`src/rtl/stack_frame_ctrl_pkg.sv`:
```
// rtl/stack_frame_ctrl_pkg.sv - shared state encoding and width helpers for the frame stack
package stack_frame_ctrl_pkg;

  typedef enum logic [1:0] {
    IDLE    = 2'd0,
    PUSH    = 2'd1,
    POP     = 2'd2,
    CONFIRM = 2'd3
  } state_t;

  function automatic int sel_width(input int frame_words);
    return ($clog2(frame_words) < 1) ? 1 : $clog2(frame_words);
  endfunction

  function automatic int lvl_width(input int depth);
    return $clog2(depth + 1);
  endfunction

  function automatic int addr_width(input int depth);
    return ($clog2(depth) < 1) ? 1 : $clog2(depth);
  endfunction

endpackage

```
`src/rtl/stack_frame_ctrl_if.sv`:
```
// rtl/stack_frame_ctrl_if.sv - request/response bundle between a frame client and the stack controller
interface stack_frame_ctrl_if #(
  parameter int WIDTH       = 8,
  parameter int FRAME_WORDS = 3,
  parameter int DEPTH       = 48
);
  import stack_frame_ctrl_pkg::*;

  localparam int SELW = sel_width(FRAME_WORDS);
  localparam int LVLW = lvl_width(DEPTH);

  logic                   push_req;
  logic                   pop_req;
  logic [WIDTH-1:0]       push_data;
  logic [SELW-1:0]        src_sel;
  logic [WIDTH-1:0]       pop_data;
  logic [FRAME_WORDS-1:0] field_en;
  logic                   ready;
  logic                   done;
  logic [LVLW-1:0]        level;
  logic                   err_ovf;
  logic                   err_unf;

  modport master (
    output push_req, pop_req, push_data,
    input  src_sel, pop_data, field_en, ready, done, level, err_ovf, err_unf
  );

  modport slave (
    input  push_req, pop_req, push_data,
    output src_sel, pop_data, field_en, ready, done, level, err_ovf, err_unf
  );

endinterface

```
`src/rtl/stack_frame_ctrl_ram.sv`:
```
// rtl/stack_frame_ctrl_ram.sv - word array for the frame stack, synchronous write and asynchronous read
module stack_ram #(
  parameter int WIDTH = 8,
  parameter int DEPTH = 48,
  parameter int AW    = 6
) (
  input  logic             clk,
  input  logic             we,
  input  logic [AW-1:0]    waddr,
  input  logic [WIDTH-1:0] wdata,
  input  logic [AW-1:0]    raddr,
  output logic [WIDTH-1:0] rdata
);

  logic [WIDTH-1:0] mem [DEPTH];

  always_ff @(posedge clk) begin
    if (we) mem[waddr] <= wdata;
  end

  assign rdata = mem[raddr];

endmodule

```
`src/rtl/stack_frame_ctrl.sv`:
```
// rtl/stack_frame_ctrl.sv - moves whole frames on and off a word stack, one word per cycle
module stack_frame_ctrl
  import stack_frame_ctrl_pkg::*;
#(
  parameter int WIDTH       = 8,
  parameter int FRAME_WORDS = 3,
  parameter int DEPTH       = 48
) (
  input  logic              clk,
  input  logic              rst,
  stack_frame_ctrl_if.slave bus
);

  localparam int SELW = sel_width(FRAME_WORDS);
  localparam int LVLW = lvl_width(DEPTH);
  localparam int AW   = addr_width(DEPTH);

  localparam logic [LVLW-1:0] FW_L   = LVLW'(FRAME_WORDS);
  localparam logic [LVLW-1:0] ROOM_L = LVLW'(DEPTH - FRAME_WORDS);
  localparam logic [SELW-1:0] K_LAST = SELW'(FRAME_WORDS - 1);

  state_t                 state, state_next;
  logic [SELW-1:0]        k, k_next;
  logic [LVLW-1:0]        level, level_next;
  logic                   err_ovf, err_ovf_next;
  logic                   err_unf, err_unf_next;

  logic                   we;
  logic [AW-1:0]          raddr;
  logic [WIDTH-1:0]       rdata;
  logic [SELW-1:0]        src_sel;
  logic [WIDTH-1:0]       pop_data;
  logic [FRAME_WORDS-1:0] field_en;
  logic                   ready;
  logic                   done;

  // Top of stack sits at level-1; only read while POP guarantees level>=1.
  assign raddr = AW'(level - LVLW'(1));

  stack_ram #(
    .WIDTH(WIDTH),
    .DEPTH(DEPTH),
    .AW   (AW)
  ) u_ram (
    .clk  (clk),
    .we   (we),
    .waddr(AW'(level)),
    .wdata(bus.push_data),
    .raddr(raddr),
    .rdata(rdata)
  );

  always_ff @(posedge clk or posedge rst) begin
    if (rst) begin
      state   <= IDLE;
      k       <= '0;
      level   <= '0;
      err_ovf <= 1'b0;
      err_unf <= 1'b0;
    end else begin
      state   <= state_next;
      k       <= k_next;
      level   <= level_next;
      err_ovf <= err_ovf_next;
      err_unf <= err_unf_next;
    end
  end

  always_comb begin
    state_next   = state;
    k_next       = k;
    level_next   = level;
    err_ovf_next = err_ovf;
    err_unf_next = err_unf;
    we           = 1'b0;
    src_sel      = '0;
    pop_data     = '0;
    field_en     = '0;
    ready        = 1'b0;
    done         = 1'b0;

    case (state)
      IDLE: begin
        ready = 1'b1;
        // Pop wins when both requests arrive together.
        if (bus.pop_req) begin
          if (level >= FW_L) begin
            state_next = POP;
            k_next     = K_LAST;
          end else begin
            state_next   = CONFIRM;
            err_unf_next = 1'b1;
          end
        end else if (bus.push_req) begin
          if (level <= ROOM_L) begin
            state_next = PUSH;
            k_next     = '0;
          end else begin
            state_next   = CONFIRM;
            err_ovf_next = 1'b1;
          end
        end
      end

      PUSH: begin
        src_sel    = k;
        we         = 1'b1;
        level_next = level + LVLW'(1);
        if (k == K_LAST) begin
          state_next = CONFIRM;
          k_next     = '0;
        end else begin
          k_next = k + SELW'(1);
        end
      end

      POP: begin
        pop_data   = rdata;
        field_en   = FRAME_WORDS'(1) << k;
        level_next = level - LVLW'(1);
        if (k == '0) begin
          state_next = CONFIRM;
        end else begin
          k_next = k - SELW'(1);
        end
      end

      CONFIRM: begin
        done       = 1'b1;
        state_next = IDLE;
      end

      default: state_next = IDLE;
    endcase
  end

  assign bus.src_sel  = src_sel;
  assign bus.pop_data = pop_data;
  assign bus.field_en = field_en;
  assign bus.ready    = ready;
  assign bus.done     = done;
  assign bus.level    = level;
  assign bus.err_ovf  = err_ovf;
  assign bus.err_unf  = err_unf;

endmodule

```
`src/flat_wrapper.sv`:
```
// flat-port wrapper written by rule: the top's interface ports become plain ports
module stack_frame_ctrl_flat import stack_frame_ctrl_pkg::*;
#(
  parameter int WIDTH       = 8,
  parameter int FRAME_WORDS = 3,
  parameter int DEPTH       = 48
)
  (clk, rst, bus_push_req, bus_pop_req, bus_push_data, bus_src_sel, bus_pop_data, bus_field_en, bus_ready, bus_done, bus_level, bus_err_ovf, bus_err_unf);
  stack_frame_ctrl_if #(.WIDTH(WIDTH), .FRAME_WORDS(FRAME_WORDS), .DEPTH(DEPTH)) bus_i ();
  input  logic clk;
  input  logic rst;
  input wire logic [$bits(bus_i.push_req)-1:0] bus_push_req;
  input wire logic [$bits(bus_i.pop_req)-1:0] bus_pop_req;
  input wire logic [$bits(bus_i.push_data)-1:0] bus_push_data;
  output wire logic [$bits(bus_i.src_sel)-1:0] bus_src_sel;
  output wire logic [$bits(bus_i.pop_data)-1:0] bus_pop_data;
  output wire logic [$bits(bus_i.field_en)-1:0] bus_field_en;
  output wire logic [$bits(bus_i.ready)-1:0] bus_ready;
  output wire logic [$bits(bus_i.done)-1:0] bus_done;
  output wire logic [$bits(bus_i.level)-1:0] bus_level;
  output wire logic [$bits(bus_i.err_ovf)-1:0] bus_err_ovf;
  output wire logic [$bits(bus_i.err_unf)-1:0] bus_err_unf;
  assign bus_i.push_req = bus_push_req;
  assign bus_i.pop_req = bus_pop_req;
  assign bus_i.push_data = bus_push_data;
  assign bus_src_sel = bus_i.src_sel;
  assign bus_pop_data = bus_i.pop_data;
  assign bus_field_en = bus_i.field_en;
  assign bus_ready = bus_i.ready;
  assign bus_done = bus_i.done;
  assign bus_level = bus_i.level;
  assign bus_err_ovf = bus_i.err_ovf;
  assign bus_err_unf = bus_i.err_unf;
  stack_frame_ctrl #(.WIDTH(WIDTH), .FRAME_WORDS(FRAME_WORDS), .DEPTH(DEPTH)) u_core (.clk(clk), .rst(rst), .bus(bus_i));
endmodule
```
`config.mk`:
```
export PLATFORM = sky130hd
export DESIGN_NAME = stack_frame_ctrl_flat
export DESIGN_NICKNAME = d
export VERILOG_FILES = /design/src/rtl/stack_frame_ctrl_pkg.sv /design/src/rtl/stack_frame_ctrl_if.sv /design/src/rtl/stack_frame_ctrl_ram.sv /design/src/rtl/stack_frame_ctrl.sv /design/src/flat_wrapper.sv
export SDC_FILE = /design/constraint.sdc
export NUM_CORES = 1
export LEC_CHECK = 0
export CAP_MARGIN = 15
export CORE_ASPECT_RATIO = 0.6
export CORE_MARGIN = 5
export CORE_UTILIZATION = 25
export CTS_CLUSTER_SIZE = 10
export DETAILED_ROUTE_END_ITERATION = 12
export PLACE_DENSITY_LB_ADDON = 0.1
export SLEW_MARGIN = 25
export SYNTH_ARGS = -nofsm -noshare
export SYNTH_HDL_FRONTEND = slang
export SYNTH_SLANG_ARGS = --single-unit
```
`constraint.sdc`:
```
create_clock -name clk -period 3.3 [get_ports clk]
set_input_delay 0.495 -clock clk [delete_from_list [all_inputs] [get_ports clk]]
set_output_delay 0.495 -clock clk [all_outputs]
set_load 0.1 [all_outputs]
```
==> results.py, run 1 <==
metrics = {
    "timing": {
        "fin_crit_ns": 3.65,
        "fin_skew_ns": 0.0197,
        "period_share_pct": 111,
        "drv_slew": 0,
        "fin_ws_ns": -0.350,
        "hold_slack_ns": 0.272,
        "slew_headroom_pct": 33.2,
        "final_hold_viol_count": 0,
        "setup_violations": 8,
        "rsz0062_at_grt": "true",
        "worst_pin_slew_ns": 1.00,
        "max_freq_mhz": 274,
    },
    "clock_tree": {
        "numCtsBuffers": 46,
        "numClockSinks": 396,
        "clockBufferDepth": 3,
        "cts_tree": "done",
        "path_clk_slew_ns": 0.07,
        "htreeDepth": 2,
        "clock_latency_ns": 0.57,
        "root_buffer": "clkbuf_16",
    },
    "grt": {
        "grtUsageTotal_pct": 13.9,
        "grt_max_degree": 49,
        "antenna_found_initial": 0,
        "grt_pass1_wl_mm": 70.2,
        "grt_pass1_vias": 9118,
        "gr-total-overflow": 0,
        "met2_usage_pct": 18.4,
        "use_met1_pct": 23.0,
        "busiest_layer": "met1",
        "met3_usage_pct": 2.99,
    },
    "logic_synthesis": {
        "yosys.area_share.simple_pct": 5.62,
        "yosys_register_bits": 396,
        "synthArstFlopShare_pct": 3.03,
        "synthMuxAreaShare_pct": 14.4,
        "avgSynthCellArea_um2": 18.8,
        "synth_adder_area_share_pct": 1.01,
        "seq_area_frac_synth_pct": 73.1,
        "synthFlopType": "edfxtp_1",
        "yosys.area.top_type_share_pct": 71.3,
        "yosysWarnings": 0,
        "synthTopCellsByArea": "edfxtp_1 (71%), mux4_2 (13%), dfrtp_1 (1.9%), nand2_1 (1.3%), nor2_1 (1.3%)",
        "synth_edf_count": 384,
        "synth_area_mm2": 0.0162,
        "ys_types": 58,
        "syn_inst": 862,
        "synth_compound_area_share_pct": 3.09,
        "synth_xor_area_share_pct": 0.711,
        "yosys.area.top_type": "edfxtp_1",
        "synth_top_family_by_area": "multiplexers",
        "synth_fp_nets": 887,
    },
    "placement": {
        "portBuffers": 34,
        "place_congestion": 0.773,
        "hpwl_mm": 32.0,
        "pre_cts_ws_ns": -0.0795,
    },
    "power_and_ir_drop": {
        "leakage_nw": 6.71,
        "ir_drop_uv": 450,
        "cellPowerDensity_mw_per_mm2": 1060,
    },
    "routing": {
        "ant_nets": 0,
        "first_iter_violations": 863,
        "drt_first_pass_iters": 4,
        "routed-via-count": 8774,
        "detail_route.wl_per_cell_um": 25.7,
        "drc": 0,
        "via_per_inst": 4.59,
        "routed_wl_mm": 49.2,
    },
    "floorplanning": {
        "pin_count": 35,
        "start_util_pct": 25.2,
        "die_area_mm2": 0.0701,
        "core_area_mm2": 0.0642,
        "rows": 72,
        "die_h_um": 207,
        "die_x_um": 338,
    },
    "critical_path": {
        "path_class": "register to output port",
        "cp_max_fo": 6,
        "r2r_slack_ns": 0.58,
        "cp.arrival_ns": 3.16,
        "cp-end-kind": "output port",
        "cp-start-kind": "register",
        "cp_slowest_cell": "dfrtp_4",
        "cpPeakStageDelay_ns": 0.45,
        "crit_top_cell": "buf_12",
        "path_cells": "clkinvlp_4 > ha_4 > buf_4 > xnor2_4 > buf_6 > nand2_1 > and3_2 > buf_12 > nor3_4 > buf_12",
        "cp.required_ns": 2.80,
    },
    "min_path": {
        "hold_path_class": "input pin to asynchronous set/reset pin",
    },
    "layout": {
        "drive_gt1_share_pct": 39.3,
        "syn2layout_area_growth_pct": 27.4,
        "final_cell_mix": "edfxtp_1 (384), buf_4 (143), mux4_2 (93), nor2_1 (56), nand2_1 (54)",
        "layout_commonest_cell": "edfxtp_1",
        "layout.nets": 1076,
    },
    "run_status": {
        "outcome": "complete, but fails checks",
        "violations": "negative setup slack",
    },
    "flow_run": {
        "max-cap-violations": 0,
    },
}
[what timing repair did]
| action | CTS | global route |
|---|---|---|
| pin swaps | 29 | 16 |
| cloned | 3 | 1 |
| resized for setup | 90 | 22 |
| buffers inserted | 30 | 5 |
| endpoints found under the setup margin | 8 | 8 |
| hold buffers | 0 | 0 |
[where the power goes]
group	internal [mW]	switching [mW]	total, mW
clock network	2.48	1.94	4.42
logic	5.00	6.58	11.6
registers	5.73	0.116	5.84
total	13.2	8.63	21.8
[final cells by class]
cell class | instances | area (um^2)
Antenna cell | 1 | 2.50
Clock buffer | 52 | 1170
Clock inverter | 4 | 33.8
Fill cell | 6243 | 43600
Inverter | 19 | 77.6
Multi-Input combinational cell | 395 | 4530
Sequential cell | 396 | 11800
Tap cell | 851 | 1060
Timing Repair Buffer | 193 | 1900
[routing by layer]
metal,routed length [um],up-vias
li1,-,3833
met1,26700,4694
met2,19400,193
met3,2470,54
met4,656,0
met5,0,-
[cells in the mapped netlist (8+ instances only)]
cell type  number
edfxtp_1      384
a2111oi_0       8
nor2_1         56
buf_2          12
mux2i_1         9
dfrtp_1        12
nor3_1         10
o21ai_0        11
nand2_1        58
and3_1          8
nand3_1        25
inv_1          19
mux4_2         92
clkbuf_1       26
a21oi_1        11
ha_1           13
[per-stage QoR]
| stage | util, % | total power [mW] | instance area (um^2) | instances | setup TNS, ns |
|---|---|---|---|---|---|
| 2_1_floorplan | - | 11.8 | 16400 | 862 | -3.47 |
| 3_3_place_gp | 28.9 | 15.7 | 18500 | 1818 | -0.137 |
| 3_5_place_dp | 28.9 | 15.6 | 18500 | 1818 | -0.107 |
| 4_1_cts | 31.8 | 21.8 | 20500 | 1906 | -2.68 |
| 5_1_grt | 32.1 | 22.8 | 20600 | 1910 | -3.27 |
| 6_report | 32.1 | 21.8 | 20600 | 1911 | -2.49 |
[sequential cells by signal, summed over array words and instances (netlist names)]
name and count:
u_core.bus.err_unf 1, u_core.bus.err_ovf 1, u_core.state 2, u_core.u_ram.mem 384
u_core.k 2, u_core.bus.level 6
[worst max-delay path, delay by kind of cell, from the launching register on]
family | cells | cell delay, ns
xor gates and xnor gates | 1 | 0.34
and+or+nand+nor | 3 | 0.74
adders and majority gates | 1 | 0.20
buffers and inverters | 5 | 0.84
DFF | 1 | 0.45
[worst paths after layout]
kind	from	endpoint	cells after the start
min	rst	u_core.bus.level[0]	2
min reg2reg	u_core.bus.err_unf	u_core.bus.err_unf	1
min in group clk	bus_push_data[3]	u_core.u_ram.mem[17][3]	1
max in group asynchronous	rst	u_core.bus.level[2]	2
max	u_core.bus.level[0]	bus_pop_data[4]	10
max reg2reg	u_core.state[1]	u_core.u_ram.mem[3][3]	6
[cells by family (layout without fill, tap and decap cells)]
| family | after synthesis | in the layout |
|---|---|---|
| compound gates | 68 | 68 |
| xor+xnor | 11 | 11 |
| fa+ha+maj | 13 | 13 |
| buf+inv | 71 | 268 |
| flops | 396 | 396 |
| mux | 111 | 111 |
| other cells | 0 | 1 |
| simple gates | 192 | 192 |
No activity file was read; power rests on OpenSTA's default activity.
==> inputs of run 2 (changes only) <==
CORE_UTILIZATION = 55   (was 25)
clock period = 4.2 ns   (was 3.3 ns; I/O delays follow)
==> results.py, run 2 (synthesis results as in run 1) <==
metrics = {
    "run_status": {
        "outcome": "finished, final reports clean",
    },
    "power_and_ir_drop": {
        "pwr-share-clk_pct": 23.6,
        "cellPowerDensity_mw_per_mm2": 784,
        "ir_drop_uv": 552,
        "p_int_mw": 8.95,
        "comb_power_share_pct": 44.0,
        "swShare_pct": 38.0,
        "switchingPower_mw": 5.49,
        "leakage_nw": 5.87,
        "seqPwrFrac_pct": 32.4,
    },
    "flow_run": {
        "max-cap-violations": 0,
    },
    "critical_path": {
        "cp-end-kind": "output port",
        "cp.required_ns": 3.57,
        "path_class": "register to output port",
        "cp.arrival_ns": 3.43,
        "cp_max_fo": 12,
        "cp-start-kind": "register",
    },
    "routing": {
        "routed-via-count": 8436,
        "drc": 0,
        "ant_nets": 0,
        "routed_wl_mm": 37.4,
        "detail_route.wl_per_cell_um": 28.2,
        "first_iter_violations": 987,
        "via_per_inst": 6.36,
        "drt_first_pass_iters": 7,
    },
    "layout": {
        "largest_reg_flops": 384,
        "syn2layout_area_growth_pct": 13.8,
        "layout_commonest_cell": "edfxtp_1",
        "diodes": 0,
        "layout.nets": 942,
        "reg_top3": "u_core.u_ram.mem (384), u_core.bus.level (6)",
        "drive_gt1_share_pct": 23.1,
        "largest_register": "u_core.u_ram.mem",
        "final_cell_mix": "edfxtp_1 (384), mux4_2 (92), nand2_1 (58), nor2_1 (55), clkbuf_16 (46)",
    },
    "clock_tree": {
        "clockBufferDepth": 3,
        "numClockSinks": 396,
        "path_clk_slew_ns": 0.06,
        "cts_hold_buf": 0,
        "numCtsBuffers": 45,
        "clock_latency_ns": 0.55,
        "cts_tree": "done",
        "htreeDepth": 2,
        "root_buffer": "clkbuf_16",
    },
    "grt": {
        "grt_pass1_vias": 8422,
        "antenna_found_initial": 0,
        "grtUsageTotal_pct": 23.0,
        "grt_pass1_wl_mm": 55.9,
        "grt_max_degree": 86,
        "gr-total-overflow": 0,
    },
    "timing": {
        "fin_skew_ns": 0.0121,
        "fin_crit_ns": 4.06,
        "max_freq_mhz": 247,
        "final_hold_viol_count": 0,
        "tns_ns": 0,
        "hold_slack_ns": 0.422,
        "slew_headroom_pct": 27.6,
        "period_share_pct": 96.6,
        "rsz0062_at_grt": "false",
        "setup_violations": 0,
        "drv_slew": 0,
        "worst_pin_slew_ns": 1.08,
    },
    "placement": {
        "hpwl_mm": 23.5,
        "portBuffers": 34,
        "place_congestion": 0.919,
    },
    "floorplanning": {
        "rows": 48,
        "die_x_um": 231,
        "die_area_mm2": 0.0331,
        "core_area_mm2": 0.0289,
        "pin_count": 35,
        "die_h_um": 143,
        "start_util_pct": 56.0,
    },
    "min_path": {
        "hold_path_class": "input pin to asynchronous set/reset pin",
    },
}
==> run 2: path summary, 6_finish.rpt <==
check | cells past startpoint | start | slack (ns) | to
hold reg to reg | 1 | u_core.bus.err_ovf | 0.49 | u_core.bus.err_ovf
hold / removal | 2 | rst | 0.42 | u_core.bus.level[0]
setup / recovery | 9 | u_core.bus.level[0] | 0.14 | bus_pop_data[0]
setup reg to reg | 5 | u_core.state[1] | 1.22 | u_core.u_ram.mem[27][2]
max in group asynchronous | 2 | rst | 3.38 | u_core.bus.level[0]
min in group clk | 1 | u_core.bus.err_ovf | 0.49 | u_core.bus.err_ovf
==> run 2: area by class of cell <==
cell class / count / area [um^2]
Inverter: 19 / 75.1
Clock buffer: 55 / 1190
Clock inverter: 2 / 36.3
Fill cell: 1959 / 10500
Timing Repair Buffer: 60 / 627
Tap cell: 400 / 500
Multi-Input combinational cell: 395 / 4140
Sequential cell: 396 / 11800
==> run 2: repair_timing <==
action	CTS	global route
hold endpoints to repair	0	0
gates resized for setup	0	3
setup endpoints to repair	0	8
setup buffers	0	7
==> run 2: critical path, stage by stage, from the launching register on <==
cell        delay (ns)
dfrtp_4           0.47
clkinvlp_4        0.21
ha_4              0.44
buf_4             0.28
mux4_2            0.33
a2111oi_0         0.55
a21oi_1           0.12
o2111ai_1         0.19
nor3_4            0.09
buf_12            0.18
==> run 2: power groups by stage <==
stage	sequential (mW)	clock (mW)	combinational, mW
floorplan	4.90	0	4.21
global placement	4.74	0	6.14
detailed placement	4.75	0	6.17
CTS	4.67	3.47	6.19
global route	4.69	3.64	6.66
finish	4.68	3.41	6.35
==> run 2: stage by stage <==
step                worst slack (ns)  std cells  power, mW  utilization, %  cell area [um^2]
finish                         0.144       1327       14.4            63.7             18400
global route                 0.00838       1327       15.0            63.7             18400
CTS                           0.0669       1319       14.3            63.4             18300
detailed placement             0.684       1262       10.9            59.1             17100
global placement               0.694       1262       10.9            59.1             17100
floorplan                     0.0251        862       9.12               -             16300
==> run 2: layer usage <==
metal	share of wire, %	track usage, %
met1	46	37.7
met2	43	32.0
met3	8.7	5.03
met4	2.1	5.09
met5	0	0
==> inputs of run 3 (changes only) <==
ABC_AREA = 0   (was default)
SLEW_MARGIN = default   (was 25)
==> results.py, run 3 (synthesis results as in run 1) <==
metrics = {
    "run_status": {
        "outcome": "finished, final reports clean",
    },
    "layout": {
        "layout_commonest_cell": "edfxtp_1",
        "drive_gt1_share_pct": 22.9,
        "largest_register": "u_core.u_ram.mem",
        "syn2layout_area_growth_pct": 13.6,
        "diodes": 0,
        "largest_reg_flops": 384,
        "design_area_mm2": 0.0184,
        "final_cell_mix": "edfxtp_1 (384), mux4_2 (92), nand2_1 (58), nor2_1 (56), clkbuf_16 (46)",
        "reg_top3": "u_core.u_ram.mem (384), u_core.bus.level (6)",
        "fin_util_pct": 63.6,
        "layout.nets": 941,
    },
    "clock_tree": {
        "clock_latency_ns": 0.55,
        "numCtsBuffers": 45,
        "cts_tree": "done",
        "clockBufferDepth": 3,
        "htreeDepth": 2,
        "numClockSinks": 396,
        "root_buffer": "clkbuf_16",
        "path_clk_slew_ns": 0.06,
        "cts_hold_buf": 0,
    },
    "timing": {
        "rsz0062_at_grt": "false",
        "final_hold_viol_count": 0,
        "max_freq_mhz": 246,
        "drv_slew": 0,
        "period_share_pct": 96.7,
        "setup_violations": 0,
        "tns_ns": 0,
        "fin_ws_ns": 0.139,
        "fin_crit_ns": 4.06,
        "worst_pin_slew_ns": 1.07,
        "slew_headroom_pct": 28.7,
        "fin_skew_ns": 0.0125,
    },
    "critical_path": {
        "cp-start-kind": "register",
        "cp.arrival_ns": 3.43,
        "path_class": "register to output port",
        "cp_max_fo": 12,
        "cp.required_ns": 3.57,
        "cp-end-kind": "output port",
    },
    "grt": {
        "gr-total-overflow": 0,
        "grt_pass1_wl_mm": 55.9,
        "grtUsageTotal_pct": 23.0,
        "grt_pass1_vias": 8422,
        "antenna_found_initial": 0,
        "grt_max_degree": 86,
    },
    "floorplanning": {
        "pin_count": 35,
        "die_h_um": 143,
        "die_area_mm2": 0.0331,
        "die_x_um": 231,
        "core_area_mm2": 0.0289,
        "start_util_pct": 56.0,
        "rows": 48,
    },
    "min_path": {
        "hold_path_class": "input pin to asynchronous set/reset pin",
    },
    "placement": {
        "place_congestion": 0.919,
        "dpl_cell_area_mm2": 0.0171,
        "hpwl_mm": 23.5,
        "portBuffers": 34,
        "pre_cts_ws_ns": 0.684,
    },
    "routing": {
        "detail_route.wl_per_cell_um": 28.1,
        "ant_nets": 0,
        "routed-via-count": 8437,
        "drc": 0,
        "via_per_inst": 6.36,
        "routed_wl_mm": 37.3,
        "first_iter_violations": 1133,
        "drt_first_pass_iters": 9,
    },
    "power_and_ir_drop": {
        "leakage_nw": 5.86,
        "cellPowerDensity_mw_per_mm2": 785,
        "ir_drop_uv": 552,
        "power.total_mw": 14.4,
    },
    "flow_run": {
        "max-cap-violations": 0,
    },
}
run 3: cell count changes in the layout (fill, tap and decap cells not counted), sizes merged:
| cell | previous run | this run |
|---|---|---|
| buf | 44 | 43 |
run 3: per-stage QoR:
stage                     std cells  hold slack, ns
after detailed placement       1262           0.467
after CTS                      1319           0.410
after global placement         1262           0.460
after floorplan                 862           0.495
final                          1326           0.421
after global routing           1326           0.447
run 3: area by class of cell:
class | count | area, um^2
well taps | 400 | 500
inverters | 19 | 75.1
clock buffers | 55 | 1190
multi-input cells | 395 | 4140
repair buffers | 59 | 607
fillers | 1962 | 10500
flip-flops and latches | 396 | 11800
clock inverters | 2 | 36.3
run 3: worst paths after layout:
path,depth (start not counted),to,slack [ns],startpoint
setup / recovery,9,bus_pop_data[0],0.14,u_core.bus.level[0]
hold / removal,2,u_core.bus.level[0],0.42,rst
setup reg to reg,5,u_core.u_ram.mem[27][2],1.26,u_core.state[1]
hold reg to reg,1,u_core.bus.err_ovf,0.49,u_core.bus.err_ovf
max in group asynchronous,2,u_core.bus.level[0],3.38,rst
min in group clk,1,u_core.bus.err_ovf,0.49,u_core.bus.err_ovf
run 3: report_power, final:
part	switching, mW	total, mW	internal [mW]	leakage (nW)
clock network	1.42	3.40	1.98	0.600
logic	3.88	6.35	2.47	1.67
registers	0.179	4.68	4.50	3.59
run 3: critical path, stage by stage, from the launching register on:
cell and delay (ns):
dfrtp_4 0.47, clkinvlp_4 0.20, ha_4 0.44, buf_4 0.28, mux4_2 0.33, a2111oi_0 0.54
a21oi_1 0.13, o2111ai_1 0.19, nor3_4 0.09, buf_12 0.18
run 3: repair_timing:
item,in CTS,in global routing
endpoints found under the hold margin,0,0
setup buffers,0,7
resized for setup,0,3
endpoints found under the setup margin,0,8
run 3: routing by layer:
| layer | vias up | track usage (%) | routed length [um] |
|---|---|---|---|
| met1 | 4389 | 37.7 | 17100 |
| met5 | - | 0 | 0 |
| met4 | 0 | 5.09 | 754 |
| li1 | 3561 | - | - |
| met3 | 72 | 5.03 | 3430 |
| met2 | 415 | 32.0 | 16000 |
